--- config.mk ---
export PLATFORM = sky130hd
export DESIGN_NAME = phys_reg_free_list
export DESIGN_NICKNAME = d
export VERILOG_FILES = /design/src/rtl/phys_reg_free_list.sv
export SDC_FILE = /design/constraint.sdc
export NUM_CORES = 1
export LEC_CHECK = 0
export ABC_AREA = 1
export BUFFER_PORTS_ARGS = -buffer_cell sky130_fd_sc_hd__buf_2
export CAP_MARGIN = 5
export CORE_MARGIN = 4
export CORE_UTILIZATION = 35
export CTS_CLUSTER_DIAMETER = 80
export CTS_CLUSTER_SIZE = 24
export DETAILED_ROUTE_END_ITERATION = 16
export PLACE_DENSITY = 0.51
export SYNTH_ARGS = -nofsm -noshare
export SYNTH_HDL_FRONTEND = slang
export SYNTH_SLANG_ARGS = --single-unit
--- constraint.sdc ---
create_clock -name clk -period 5.74 [get_ports clk]
set_clock_uncertainty 0.05 [all_clocks]
set_input_delay 0.287 -clock clk [delete_from_list [all_inputs] [get_ports clk]]
set_output_delay 0.287 -clock clk [all_outputs]
set_load 0.005 [all_outputs]
--- src/rtl/phys_reg_free_list.sv ---
// rtl/phys_reg_free_list.sv - circular free list of physical registers with single-branch checkpoint/recover
//
// Purpose:
//   Holds the physical register numbers that rename may hand out. Decode pops
//   the head on alloc_grant; writeback pushes retired mappings at the tail.
//   A single snapshot of the head pointer lets a mispredict squash younger
//   allocations by rewinding the head.
//
// Ports:
//   clk          clock, all state updates on the rising edge
//   rst          asynchronous active-high reset
//   alloc_req    rename wants a destination register this cycle
//   alloc_valid  list non-empty
//   alloc_phys   register at head, meaningful when alloc_valid
//   alloc_grant  head pops on this edge (alloc_req & alloc_valid & ~recover)
//   free_valid   writeback returns a register this cycle
//   free_phys    register being returned
//   checkpoint   snapshot the post-pop head pointer
//   recover      rewind head to the snapshot
//   free_count   current occupancy
//   err_overflow sticky: return dropped because the list was full
//   err_zero     sticky: physical register 0 was returned

module phys_reg_free_list #(
  parameter int NUM_ARCH = 32,
  parameter int NUM_PHYS = 64,
  parameter int PHYS_W   = $clog2(NUM_PHYS),
  localparam int DEPTH   = NUM_PHYS - NUM_ARCH,
  localparam int CNT_W   = $clog2(DEPTH) + 1
) (
  input  logic              clk,
  input  logic              rst,
  input  logic              alloc_req,
  output logic              alloc_valid,
  output logic [PHYS_W-1:0] alloc_phys,
  output logic              alloc_grant,
  input  logic              free_valid,
  input  logic [PHYS_W-1:0] free_phys,
  input  logic              checkpoint,
  input  logic              recover,
  output logic [CNT_W-1:0]  free_count,
  output logic              err_overflow,
  output logic              err_zero
);

  localparam int IDX_W = CNT_W - 1;

  logic [PHYS_W-1:0] entry [DEPTH];
  logic [CNT_W-1:0]  head;
  logic [CNT_W-1:0]  tail;
  logic [CNT_W-1:0]  snap;
  logic [CNT_W-1:0]  count;
  logic [CNT_W-1:0]  head_nxt;
  logic              free_is_zero;
  logic              free_accept;
  logic              free_drop;

  // Pointers carry an extra wrap bit so full (count == DEPTH) and empty
  // (count == 0) are distinguishable; the subtraction wraps naturally.
  assign count       = tail - head;
  assign free_count  = count;
  assign alloc_valid = (count != '0);
  assign alloc_phys  = entry[head[IDX_W-1:0]];
  assign alloc_grant = alloc_req & alloc_valid & ~recover;

  assign free_is_zero = free_valid & (free_phys == '0);
  // A same-cycle pop frees a slot, so a full list still accepts the return.
  assign free_accept  = free_valid & ~free_is_zero &
                        ((count < CNT_W'(DEPTH)) | alloc_grant);
  assign free_drop    = free_valid & ~free_is_zero & ~free_accept;

  // Recover wins over a pop (the grant is suppressed anyway); the snapshot
  // always captures this value so a checkpoint keeps the branch's own pop
  // and a checkpoint during recover captures the restored head.
  assign head_nxt = recover ? snap : head + CNT_W'(alloc_grant);

  always_ff @(posedge clk or posedge rst) begin
    if (rst) begin
      for (int i = 0; i < DEPTH; i++) begin
        entry[i] <= PHYS_W'(NUM_ARCH + i);
      end
      head         <= '0;
      tail         <= CNT_W'(DEPTH);
      snap         <= '0;
      err_overflow <= 1'b0;
      err_zero     <= 1'b0;
    end else begin
      head <= head_nxt;
      if (checkpoint) begin
        snap <= head_nxt;
      end
      // Squashed allocations between snap and head are never overwritten
      // because tail only advances into slots counted as free.
      if (free_accept) begin
        entry[tail[IDX_W-1:0]] <= free_phys;
        tail                   <= tail + 1'b1;
      end
      if (free_drop) begin
        err_overflow <= 1'b1;
      end
      if (free_is_zero) begin
        err_zero <= 1'b1;
      end
    end
  end

endmodule

# Word level (Yosys, flattened, before mapping)
# Index checks and enable logic that the tools add are counted.
[word_totals]
word_cells = 66
in_bits = 12
ff_bits = 212
[op_classes]
n_lt_le_gt_ge = 4
bitwise = 12
reduce_logical = 3
add_sub_neg = 3
n_mux = 7
[op_table]
columns = ["cell", "count"]
rows = [
  ["bitwise mux 192 bit", 1],
  ["binary-select mux 6 bit (select 5 bit)", 1],
  ["demux 6 bit (select 5 bit)", 1],
  ["2-to-1 mux 6 bit", 4],
  ["greater-or-equal comparator 6 bit, second input constant", 2],
  ["NOT 5 -> 6 bit", 2],
  ["adder 6 x 1 -> 6 bit", 1],
  ["adder 6 x 1 -> 6 bit, second input constant", 1],
  ["AND 1 bit", 6],
  ["zero test 6 bit", 1],
  ["less-than comparator 6 x 1 -> 1 bit, second input constant", 1],
  ["less-than comparator 6 bit, second input constant", 1],
  ["nonzero test 6 bit", 1],
  ["subtractor 6 bit", 1],
  ["NOT 1 bit", 3],
  ["logical AND 1 bit", 1],
  ["OR 1 bit", 1],
]

# Longest topological paths before layout
[depth]
word_depth = 8
mapped_depth = 20
mapped_depth_nobuf = 18

# Worst setup path before layout
# OpenSTA, ideal clock, no wires.
[synth_timing]
path_kind = "reg2reg"
from = "register head[1]"
to = "register snap[4]"
synth_period_minus_slack_ps = 2894
t_required_ps = 5625
path_slack_ps = 2846
t_arrival_ps = 2779
n_path_buf = 2
path_stages_with_launch = 17
cell_sequence = "dfrtp_1 > buf_2 > inv_2 > clkbuf_1 > fa_1 > nor3_1 > nand3_1 > nor2_1 > a21oi_1 > ha_1 > ha_1 > nand2_1 > nor2_1 > xor2_1 > o21ai_0 > nand2_1 > nand2_1"
[synth_between]
elab_chain_len = 6
[synth_lines]
columns = ["item", "line_no", "text"]
rows = [
  ["from (decl)", "49", "logic [CNT_W-1:0] head;"],
  ["from (signal assigned)", "88", "head <= head_nxt;"],
  ["subtractor 6 bit", "60", "assign count = tail - head;"],
  ["named net free_count[1]", "41", "output logic [CNT_W-1:0] free_count,"],
  ["nonzero test 6 bit", "62", "assign alloc_valid = (count != '0);"],
  ["AND 1 bit (2 in a row)", "64", "assign alloc_grant = alloc_req & alloc_valid & ~recover;"],
  ["named net alloc_grant", "36", "output logic alloc_grant,"],
  ["adder 6 x 1 -> 6 bit", "75", "assign head_nxt = recover ? snap : head + CNT_W'(alloc_grant);"],
  ["2-to-1 mux 6 bit", "75", ""],
  ["named net head_nxt[4]", "53", "logic [CNT_W-1:0] head_nxt;"],
  ["to (signal assigned)", "90", "snap <= head_nxt;"],
  ["to (decl)", "51", "logic [CNT_W-1:0] snap;"],
]
# The timed path passes the listed nets, and every way through them passes these cells.
# A chain may end at the register's enable or synchronous reset.

# Worst setup path in the final report
[layout_timing]
from = "register head[0]"
to = "output port alloc_phys[2]"
[layout_between]
elab_chain_len = 4
[layout_lines]
columns = ["item", "line_no", "text"]
rows = [
  ["NOT 5 -> 6 bit (not written as such)", "63", "assign alloc_phys = entry[head[IDX_W-1:0]];"],
  ["binary-select mux 6 bit (select 5 bit)", "63", ""],
  ["2-to-1 mux 6 bit (not written as such) (2 in a row)", "63", ""],
  ["to (decl)", "35", "output logic [PHYS_W-1:0] alloc_phys,"],
]
# No other way between the ends. The select of a mux whose other input is x is not followed.

==> flow_summary_export.csv <==
group,metric,value,unit
outcome,status,"finished, final reports clean",
finish,num-fill-cells,3432,
sta,slew_violations,0,
worst_setup_path,worstPathRequired,5.40,ns
worst_setup_path,crit_path_start,"head[0]$_DFF_PP0_",
power,p_leak,5.653,nW
worst_setup_path,end_kind,"output pin",
sta,rsz0062_at_grt,"no",
worst_setup_path,path_max_fanout,48,
sta,fin_crit_sh,0.6614,
drt,drc,0,
worst_setup_path,cp.arrival,3.46,ns
drt,drt-initial-drc-count,930,
placement,dp_hpwl,21670,µm
grt,grt-ovfl-total,0,
finish,area_growth,6.044,%
sta,setup_ws,1.944,ns
grt,grt_pass1_vias,9840,
grt,grt_max_degree,99,
sta,fin_setup_tns,0,ns
cts,cts-hold-fix-buffers,2,
power,power.density,486.0,mW/mm²
cts,clk_latency,0.50,ns
sta,tightestPinTransition,1.091,ns
finish,final_nets,1462,
cts,cts-resized-gates,0,
sta,setup_violations,0,
worst_setup_path,critPathKind,"reg2out",
die,die_height,189.2,µm
grt,grt_pass1_wl,56850,µm
drt,wirelength,35650,µm
drt,final_antenna_net_count,0,
yosys,netlist_area,0.01149,mm²
die,die_area,0.03579,mm²
yosys,syn-num-nets,1512,
cts,cts_setup_buffers,0,
placement,portBuffers,27,
die,fp.coreArea,0.03245,mm²
grt,antenna_found_initial,0,
cts,cts_tree,"done",
yosys,yosysTopAreaCell,"dfstp_2",
sta,slew_headroom,0.2712,
drt,routed-via-count,10150,
cts,cts-root-buf,"clkbuf_16",
finish,n_antenna_cell,0,
flow_run,drv_cap,0,
yosys,synth.area.top_cells,"dfstp_2 (26%), dfrtp_1 (22%), nand2_1 (18%)",
drt,viasPerCell,5.379,
yosys,synth.avg_cell_area,7.722,µm²
sta,hold_viol_final,0,
sta,period_minus_slack,3.796,ns
cts,cts_num_sinks,212,
drt,firstDrtPassIters,7,
power,report.power.total,5.921,mW
die,num_rows,66,
worst_setup_path,r2r_start,"head[3]$_DFF_PP0_",
drt,wl_per_cell,18.89,µm
cts,clock_path_buffers,3,
die,dieWidth,189.2,µm
sta,timing.fmax,263.4,MHz
worst_setup_path,start_kind,"register",
die,ioPinCount,28,
cts,numCtsBuffers,15,
placement,gp_congestion,0.7904,
placement,place_ws,2.275,ns
yosys,ys_warn_count,0,
grt,grt_usage,0.1976,
worst_hold_path,min_path_type,"in2reg",
die,start_util,0.3540,
yosys,synth_top_area_frac,0.2584,
yosys,ys_seq_area_frac,0.4740,
finish,drive_above_1_share,0.1315,
yosys,syn_inst,1488,
yosys,ys_ff_latch,212,
worst_hold_path,min_from,"recover",
cts,clk_pin_slew,0.08,ns
cts,htreeDepth,1,
yosys,ys_types,27,
power,peakVddDrop,0.2653,mV
==> routing by layer <==
layer	track usage	vias up	part of all wire
met5	0	-	0
met2	0.3197	237	0.47
met4	0.04120	0	0.018
li1	-	4913	-
met1	0.2880	4961	0.47
met3	0.02249	40	0.042
==> placed cells by master (no fill, tap or decap), drive strengths merged, types with 25 or more instances in the layout <==
cell   instances
nand2        561
o21ai         85
nor2         112
nand3         67
inv           48
a21oi         39
dfstp        113
dfrtp         99
buf           43
o22ai         25
nand4        195
==> power breakdown <==
part           switching, mW  total, mW  leakage (nW)  internal (mW)
Combinational           1.78       2.45          2.93          0.673
Sequential             0.295       2.32          2.48           2.03
Clock                  0.599       1.15         0.237          0.549
Total                   2.67       5.92          5.65           3.25
==> layout make-up <==
cell class                      instances  area [µm²]  share of cell area
Inverter                               46       181.4             0.01489
Sequential cell                       212        5448              0.4471
Multi-Input combinational cell       1118        5214              0.4279
Clock inverter                          8       108.9            0.008934
Clock buffer                           16       379.1             0.03112
Tap cell                              442       553.0             0.04539
Timing Repair Buffer                   45       300.3             0.02465
==> synth_stat cells <==
| library cell | count |
|---|---|
| a21boi_0 | 12 |
| a21oi_1 | 39 |
| buf_1 | 5 |
| buf_2 | 48 |
| buf_4 | 7 |
| buf_6 | 20 |
| clkbuf_1 | 32 |
| dfrtp_1 | 99 |
| dfstp_2 | 113 |
| fa_1 | 1 |
| ha_1 | 11 |
| inv_1 | 41 |
| inv_2 | 5 |
| nand2_1 | 561 |
| nand3_1 | 63 |
| nand3_2 | 3 |
| nand3_4 | 1 |
| nand4_1 | 195 |
| nor2_1 | 112 |
| nor3_1 | 1 |
| o21a_1 | 1 |
| o21ai_0 | 83 |
| o21ai_1 | 2 |
| o21bai_1 | 2 |
| o22ai_1 | 25 |
| xnor2_1 | 1 |
| xor2_1 | 5 |
==> state kept, by name (all words and copies together) (netlist names) <==
name          count
entry           192
err_overflow      1
err_zero          1
head              6
snap              6
tail              6
==> worst max-delay path: stages, from the launching register on <==
cell,delay [ns]
dfrtp_2,0.68
inv_2,0.70
buf_4,0.59
a21boi_0,0.22
o21ai_0,0.19
nor2_1,0.07
nand2_1,0.09
nand3_1,0.14
nand2_1,0.14
buf_2,0.12
==> metrics by stage <==
step | util | cell area (µm²) | instances | hold slack, ns
2_1_floorplan | - | 11490 | 1488 | 0.3721
3_3_place_gp | 0.3598 | 11680 | 1861 | 0.3971
3_5_place_dp | 0.3598 | 11680 | 1861 | 0.4031
4_1_cts | 0.3754 | 12180 | 1887 | 0.02545
5_1_grt | 0.3754 | 12180 | 1887 | 0.02832
6_report | 0.3754 | 12180 | 1887 | 0.03048
==> kinds of logic after synthesis <==
logic type | count (synthesis) | synth area share
buf+inv | 158 | 0.07220
flops | 212 | 0.4740
compound gates | 164 | 0.07743
simple gates | 936 | 0.3581
fa+ha+maj | 12 | 0.01372
xor+xnor | 6 | 0.004574
==> worst paths after layout <==
kind                       cells past startpoint  slack, ns                endpoint
hold / removal                                 2       0.03       head[4]$_DFF_PP0_
setup / recovery                               9       1.94           alloc_phys[2]
min in group asynchronous                      3       0.45     tail[2]$_DFFE_PP0P_
hold reg to reg                                2       0.41   entry[56]$_DFFE_PP1P_
setup reg to reg                              12       2.27  entry[115]$_DFFE_PP0P_
max in group asynchronous                      4       4.09  entry[186]$_DFFE_PP0P_
Note: power is estimated with default switching activity, not from simulation.
